**config.mk**
```make
export PLATFORM = sky130hd
export DESIGN_NAME = instr_cache_refill_unit
export DESIGN_NICKNAME = d
export VERILOG_FILES = /design/src/rtl/instr_cache_refill_unit.sv
export SDC_FILE = /design/constraint.sdc
export NUM_CORES = 1
export LEC_CHECK = 0
export CAP_MARGIN = 15
export CORE_MARGIN = 2
export CORE_UTILIZATION = 45
export DETAILED_ROUTE_END_ITERATION = 10
export PLACE_DENSITY = 0.64
export SKIP_CTS_REPAIR_TIMING = 1
export SYNTH_ARGS = -nofsm -noshare
export SYNTH_HDL_FRONTEND = slang
export SYNTH_SLANG_ARGS = --single-unit
```
**constraint.sdc**
```tcl
create_clock -name clk_i -period 6 [get_ports clk_i]
set_clock_uncertainty 0.15 [all_clocks]
set_input_delay 1.2 -clock clk_i [delete_from_list [all_inputs] [get_ports clk_i]]
set_output_delay 1.2 -clock clk_i [all_outputs]
set_load 0.005 [all_outputs]
```
**src/rtl/instr_cache_refill_unit.sv**
```systemverilog
// Instruction-cache refill: fetches one block as 32-bit words from memory,
// then streams it to the cache sets as contiguous 64-bit beats.
module instr_cache_refill_unit #(
  parameter int B      = 64,
  parameter int ADDR_W = 32
) (
  input  logic              clk_i,
  input  logic              reset_n_i,
  input  logic              ic_miss_i,
  input  logic [ADDR_W-1:0] miss_addr_i,
  output logic              mem_req_o,
  output logic [ADDR_W-1:0] mem_addr_o,
  input  logic              mem_gnt_i,
  input  logic              mem_rvalid_i,
  input  logic [31:0]       mem_rdata_i,
  output logic              ic_repl_grant_o,
  output logic [63:0]       rep_word_o,
  output logic              refill_busy_o,
  output logic              refill_done_o
);

  localparam int WORDS = B / 4;
  localparam int BEATS = B / 8;
  localparam int IW    = $clog2(WORDS);
  localparam int CW    = IW + 1;

  typedef enum logic [1:0] {IDLE, FETCH, STREAM} state_e;

  state_e            state_q, state_d;
  logic [ADDR_W-1:0] base_q, base_d;
  logic [CW-1:0]     issue_cnt_q, issue_cnt_d;
  logic [CW-1:0]     recv_cnt_q, recv_cnt_d;
  logic [CW-1:0]     beat_cnt_q, beat_cnt_d;
  logic              mem_req_q, mem_req_d;
  logic              grant_q, grant_d;
  logic              busy_q, busy_d;
  logic              done_q, done_d;
  logic [31:0]       buffer_q [WORDS];
  logic              issue, capture;
  logic [IW-1:0]     lo_idx, hi_idx;

  assign issue   = mem_req_q && mem_gnt_i;
  assign capture = (state_q == FETCH) && mem_rvalid_i && (recv_cnt_q < CW'(WORDS));

  always_comb begin
    state_d     = state_q;
    base_d      = base_q;
    issue_cnt_d = issue_cnt_q;
    recv_cnt_d  = recv_cnt_q;
    beat_cnt_d  = beat_cnt_q;
    unique case (state_q)
      IDLE: begin
        if (ic_miss_i) begin
          base_d      = miss_addr_i & ~ADDR_W'(B - 1);
          issue_cnt_d = '0;
          recv_cnt_d  = '0;
          beat_cnt_d  = '0;
          state_d     = FETCH;
        end
      end
      FETCH: begin
        if (issue) issue_cnt_d = issue_cnt_q + 1'b1;
        if (capture) begin
          recv_cnt_d = recv_cnt_q + 1'b1;
          if (recv_cnt_q == CW'(WORDS - 1)) begin
            beat_cnt_d = '0;
            state_d    = STREAM;
          end
        end
      end
      STREAM: begin
        if (beat_cnt_q == CW'(BEATS - 1)) begin
          beat_cnt_d = '0;
          state_d    = IDLE;
        end else begin
          beat_cnt_d = beat_cnt_q + 1'b1;
        end
      end
      default: state_d = IDLE;
    endcase
  end

  // Outputs are registered off the next state so they switch with the state flop.
  always_comb begin
    mem_req_d = (state_d == FETCH) && (issue_cnt_d < CW'(WORDS));
    grant_d   = (state_d == STREAM);
    busy_d    = (state_d != IDLE);
    done_d    = (state_d == STREAM) && (beat_cnt_d == CW'(BEATS - 1));
  end

  always_ff @(posedge clk_i or negedge reset_n_i) begin
    if (!reset_n_i) begin
      state_q     <= IDLE;
      base_q      <= '0;
      issue_cnt_q <= '0;
      recv_cnt_q  <= '0;
      beat_cnt_q  <= '0;
      mem_req_q   <= 1'b0;
      grant_q     <= 1'b0;
      busy_q      <= 1'b0;
      done_q      <= 1'b0;
    end else begin
      state_q     <= state_d;
      base_q      <= base_d;
      issue_cnt_q <= issue_cnt_d;
      recv_cnt_q  <= recv_cnt_d;
      beat_cnt_q  <= beat_cnt_d;
      mem_req_q   <= mem_req_d;
      grant_q     <= grant_d;
      busy_q      <= busy_d;
      done_q      <= done_d;
    end
  end

  always_ff @(posedge clk_i) begin
    if (capture) buffer_q[recv_cnt_q[IW-1:0]] <= mem_rdata_i;
  end

  always_comb begin
    lo_idx = IW'({beat_cnt_q, 1'b0});
    hi_idx = lo_idx | IW'(1);
  end

  assign mem_req_o       = mem_req_q;
  assign mem_addr_o      = (state_q == FETCH) ? base_q + ADDR_W'({issue_cnt_q, 2'b00}) : base_q;
  assign ic_repl_grant_o = grant_q;
  assign rep_word_o      = grant_q ? {buffer_q[hi_idx], buffer_q[lo_idx]} : '0;
  assign refill_busy_o   = busy_q;
  assign refill_done_o   = done_q;

endmodule

```
==> impl_metrics.json <==
{
  "status": "finished clean",
  "drc": 0,
  "finalSetupViolCount": 0,
  "antenna_found_initial": 3,
  "grt.overflow.total": 0,
  "finalCritPeriodShare_pct": 79.10,
  "fmax_ghz": 0.2107,
  "cp.arrival_ns": 3.40,
  "grt_pass1_vias": 10970,
  "final_common_cell": "edfxtp_1",
  "synth_adder_area_share_pct": 0.5058,
  "root_buffer": "clkbuf_16",
  "diodes": 0,
  "syn-mean-instance-area_sq_um": 20.46,
  "rsz0062_at_grt": "false",
  "ant_nets": 0,
  "synth_warnings": 0,
  "crit_chain": "buf_4, mux4_2, mux2i_1, nor2b_1, clkdlybuf4s50_1",
  "synth-simple-area-share_pct": 4.716,
  "cts_buffers": 56,
  "crit_family": "flip-flops",
  "syn_area_sq_mm": 0.02226,
  "cp_max_fo": 39,
  "synth-edff-count": 512,
  "hold_path.class": "in -> async",
  "grt_max_degree": 53,
  "start_kind": "register",
  "cts_htree_levels": 2,
  "ios": 169,
  "ctsLongestPathBuffers": 3,
  "synth_mux_area_share_pct": 17.24,
  "area_delta_synth_final_pct": 20.14,
  "power_leakage_nw": 8.366,
  "postSynth.asyncResetShare_pct": 8.408,
  "synthTopCellsByArea": "edfxtp_1 69%, mux4_2 13%, dfrtp_1 5.3%",
  "peakVddDrop_v": 0.0002203,
  "final_cell_mix": "512 x edfxtp_1, 159 x clkdlybuf4s50_1, 128 x mux4_2",
  "postSynthCellCount": 1088,
  "drive_above_1_share_pct": 22.54,
  "critPathBufInv": 2,
  "post_drt_via_cell_ratio": 5.442,
  "synth-compound-area-share_pct": 0.8599,
  "fin_setup_tns_ns": 0,
  "synth_cell_types": 49,
  "critPathKind": "reg -> out",
  "synth_xor_area_share_pct": 1.062,
  "wire_per_inst_um": 23.67,
  "clk_latency_ns": 0.60,
  "initial_core_util_pct": 45.57,
  "hold_violations": 0,
  "totalWireLength_um": 47230,
  "drt-initial-drc-count": 863,
  "cts.reportedPaths.clkPinSlew_ns": 0.06,
  "synth_top_area_cell": "edfxtp_1",
  "crit_path_max_incr_delay_ns": 0.95,
  "rows": 81,
  "drv_cap": 0,
  "p_total_mw": 9.244,
  "fin_util_pct": 54.75,
  "seq_area_frac_synth_pct": 74.35,
  "worst_ep_required_time_ns": 4.65,
  "crit_slowest_cell": "dfrtp_4",
  "die_w_um": 226.4,
  "core_area_sq_mm": 0.04885,
  "drtPass1Iterations": 5,
  "worst_slew_pin_slew_ns": 1.060,
  "period_needed_ns": 4.746,
  "final_nets": 1365,
  "numClockSinks": 559,
  "slew_viol_final": 0,
  "slew_headroom_pct": 29.33,
  "p_per_area_mw_per_mm2": 345.6,
  "synth_flop_cell": "edfxtp_1",
  "place.detailed.hpwl_um": 27790,
  "synth_top_area_share_pct": 69.06,
  "vias": 10860,
  "numPortBuffers": 160,
  "fp.dieH_um": 226.4,
  "synth_top_family_by_area": "multiplexers",
  "cts_tree": "yes",
  "yosys_register_bits": 559,
  "dieArea_sq_mm": 0.05126,
  "routabilityCongestion": 0.8155,
  "grt_pass1_wl_um": 69720,
  "cp-end-kind": "output port",
  "track_usage_pct": 18.66
}
## cells in the mapped netlist (2+ instances only)
cell	n
edfxtp_1	512
mux4_2	128
nor2b_1	67
mux2i_1	64
dfrtp_1	47
mux2_2	28
nand2_1	28
buf_2	24
clkbuf_1	24
nor2_1	22
xnor2_1	21
o21ai_0	14
nand3_1	10
buf_1	9
ha_1	9
nand4_1	9
nor3_1	7
and3_1	6
nand2b_1	6
xor2_1	6
inv_1	5
and2_1	4
a22oi_1	3
and4_1	3
nor3b_1	3
a22o_1	2
buf_4	2
nand4b_1	2
nor4_1	2
nor4bb_1	2
## state kept, by name, indices dropped and copies added, names as in the netlist
register         cells
ic_repl_grant_o      1
buffer_q           512
issue_cnt_q          5
state_q              2
beat_cnt_q           5
base_q              26
refill_busy_o        1
mem_req_o            1
refill_done_o        1
recv_cnt_q           5
## logic make-up after synthesis
group           Yosys count
simple gates            179
buf+inv                  64
mux                     220
compound gates           29
other cells               1
flops                   559
fa+ha+maj                 9
xor+xnor                 27
## stage by stage
stage	instance area (sq um)	hold WS, ns	worst slack (ns)	cells
global placement	24880	0.3574	1.464	1892
global route	26740	0.2948	1.018	1995
CTS	26720	0.3740	1.121	1994
detailed placement	24880	0.3642	1.427	1892
finish	26740	0.3085	1.254	1995
floorplan	22270	0.3149	1.128	1089
## where the power goes
part | internal [mW] | switching [mW]
registers | 4.41 | 0.226
logic | 0.620 | 0.484
clock network | 2.08 | 1.43
total | 7.11 | 2.14
## per-layer routing
layer  track usage, %  part of all wire, %  vias up
met5                0                0.047        -
li1                 -                    -     4787
met1            26.97                   44     5721
met3            3.240                  5.3       61
met4            4.966                  1.7        4
met2            29.60                   49      284
## final cells by class
class                      count  area (sq um)
fill                        3814         22110
sequential                   559         16560
multi-input combinational    466          5552
timing repair buffer         199          1939
clock buffer                  67          1464
tap                          664         830.8
clock inverter                35         376.6
inverter                       5         18.77
## final timing paths
path	end	start	slack, ns	cells past startpoint
max	rep_word_o[27]	beat_cnt_q[0]	1.25	5
min	base_q[20]	reset_n_i	0.31	1
max reg2reg	buffer_q[14][19]	state_q[0]	2.50	4
min reg2reg	issue_cnt_q[3]	issue_cnt_q[3]	0.37	1
max in group asynchronous	beat_cnt_q[1]	reset_n_i	4.87	2
min in group clk_i	issue_cnt_q[3]	issue_cnt_q[3]	0.37	1
Note: power is estimated with default switching activity, not from simulation.
==> RTL edit (config.mk and constraints unchanged) <==
The parameter `B` goes from 64 to 32.
--- a/src/rtl/instr_cache_refill_unit.sv
+++ b/src/rtl/instr_cache_refill_unit.sv
@@ -2,5 +2,5 @@
 // then streams it to the cache sets as contiguous 64-bit beats.
 module instr_cache_refill_unit #(
-  parameter int B      = 64,
+  parameter int B      = 32,
   parameter int ADDR_W = 32
 ) (
Check against the original RTL: not equivalent (a bounded check fails within 4 cycles, from zero or initial values and one cycle with reset_n_i low).
==> RTL edit against the unedited design <==
Sequential cell count decreased by 258. Synthesized cell count fell by 40%. Sequential share of layout area decreased by 4.1 points. Non-clock buffer count decreased by 25. Highest routed layer unchanged. Wire length fell by 47%. Largest power group unchanged. Critical path depth fell by 1. Setup slack improved by 0.013 ns. Cell area is 43% lower. Area after synthesis down 45%. Largest cell class unchanged. Power decreased by 35%. Clock power decreased by 47%.
==> RTL edit: results (changes against the unedited design) <==
metric,value,unit,change
port-buffer-count,161,,+0.63%
proportion_of_cell_area_occupied_by_multi_input_gates,21.47,%,+0.71 points
power.share.sequential,48.5,%,-1.7 points
synth_cell_type_count,50,,+2.0%
post_dp_cell_area,14220,sq um,-43%
drive_above_1_share,19.05,%,-3.5 points
h_tree_depth,1,,-1
critical_path_peak_fanout,48,,+23%
fill_cells,2022,,-47%
net-switching-power,1546,uW,-28%
synth_area_leaders,"sky130_fd_sc_hd__edfxtp_1, sky130_fd_sc_hd__mux4_2, sky130_fd_sc_hd__dfrtp_1, sky130_fd_sc_hd__and2_1, sky130_fd_sc_hd__mux2_2",,
multi_input_cells,312,,-33%
post_synthesis_sequential_area_ratio,72.22,%,-2.1 points
internal_power,4460,uW,-37%
yosys.area_share.adder,0.5127,%,+0.0068 points
final_cell_area,15260,sq um,-43%
clock_insertion_delay_worst_skew,0.53,ns,-0.07 ns
clock_tree_area_fraction,6.462,%,-0.42 points
dpl_worst_slack,1.697,ns,+0.2699 ns
drt_first_iter_violations,436,,-49%
yosys-top-cells-count,"sky130_fd_sc_hd__edfxtp_1, sky130_fd_sc_hd__and2_1, sky130_fd_sc_hd__mux4_2",,
non_clk_bufs,174,,-13%
worst-r2r-cell-count,5,,+1
number_of_enable_type_register_cells_in_the_synthesized_netlist,256,,-50%
worst-r2r-setup-slack,2.61,ns,+0.11 ns
cts_buffers,30,,-46%
largest_register_ffs,256,,-50%
r2r_end,buffer_q[6][15],,
critPathArrivalTime,3.38,ns,-0.02 ns
antenna_violations_before_repair,1,,-2
proportion_of_cell_area_occupied_by_registers,57.82,%,-4.1 points
status,"complete, no violations",,
tap-cell-count,341,,-49%
yosys.area_share.xor_xnor,1.794,%,+0.73 points
combinationalPowerShare,20.6,%,+8.7 points
synth_compound_gate_area_share,1.312,%,+0.45 points
post_drt_wl_per_cell,21.30,um,-10%
irDropWorstVdd,0.2097,mV,-4.8%
cp_slowest_stage_delay,1.06,ns,+0.11 ns
gp_congestion,0.8014,,-1.7%
route.detailed.vias_per_inst,5.449,,+0.12%
pin_count_of_the_biggest_net_entering_global_routing,68,,+28%
detailedPlacementHpwl,15.34,mm,-45%
worst_setup_path_endpoint,rep_word_o[63],,
detailedRoute.firstPassIterationCount,4,,-1
fmax,0.2113,GHz,+0.27%
grt_usage,17.73,%,-0.93 points
grt_pass1_vias,6840,,-38%
==> RTL edit: cell count changes in the layout (fill, tap and decap cells not counted), sizes merged, moves of 13 or more <==
cell	before	now
edfxtp	512	256
nor2b	67	3
buf	40	14
mux2i	64	1
mux4	128	64
clkinv	26	13
and2	4	67
clkbuf	67	36
==> RTL edit: metrics by stage <==
| stage | cells | hold slack [ns] |
|---|---|---|
| final | 1186 | 0.3593 |
| after global routing | 1186 | 0.3388 |
| after CTS | 1184 | 0.3671 |
| after detailed placement | 1129 | 0.3566 |
| after global placement | 1129 | 0.3542 |
| after floorplan | 649 | 0.3178 |
==> RTL edit: metal layers <==
metal / vias to the layer above / wire, um / global-route usage, %
met4: 2 / 313 / 3.748
met3: 27 / 1420 / 3.437
met5: - / 13 / 0
met2: 186 / 12750 / 30.36
met1: 3357 / 10760 / 23.85
li1: 2890 / - / -
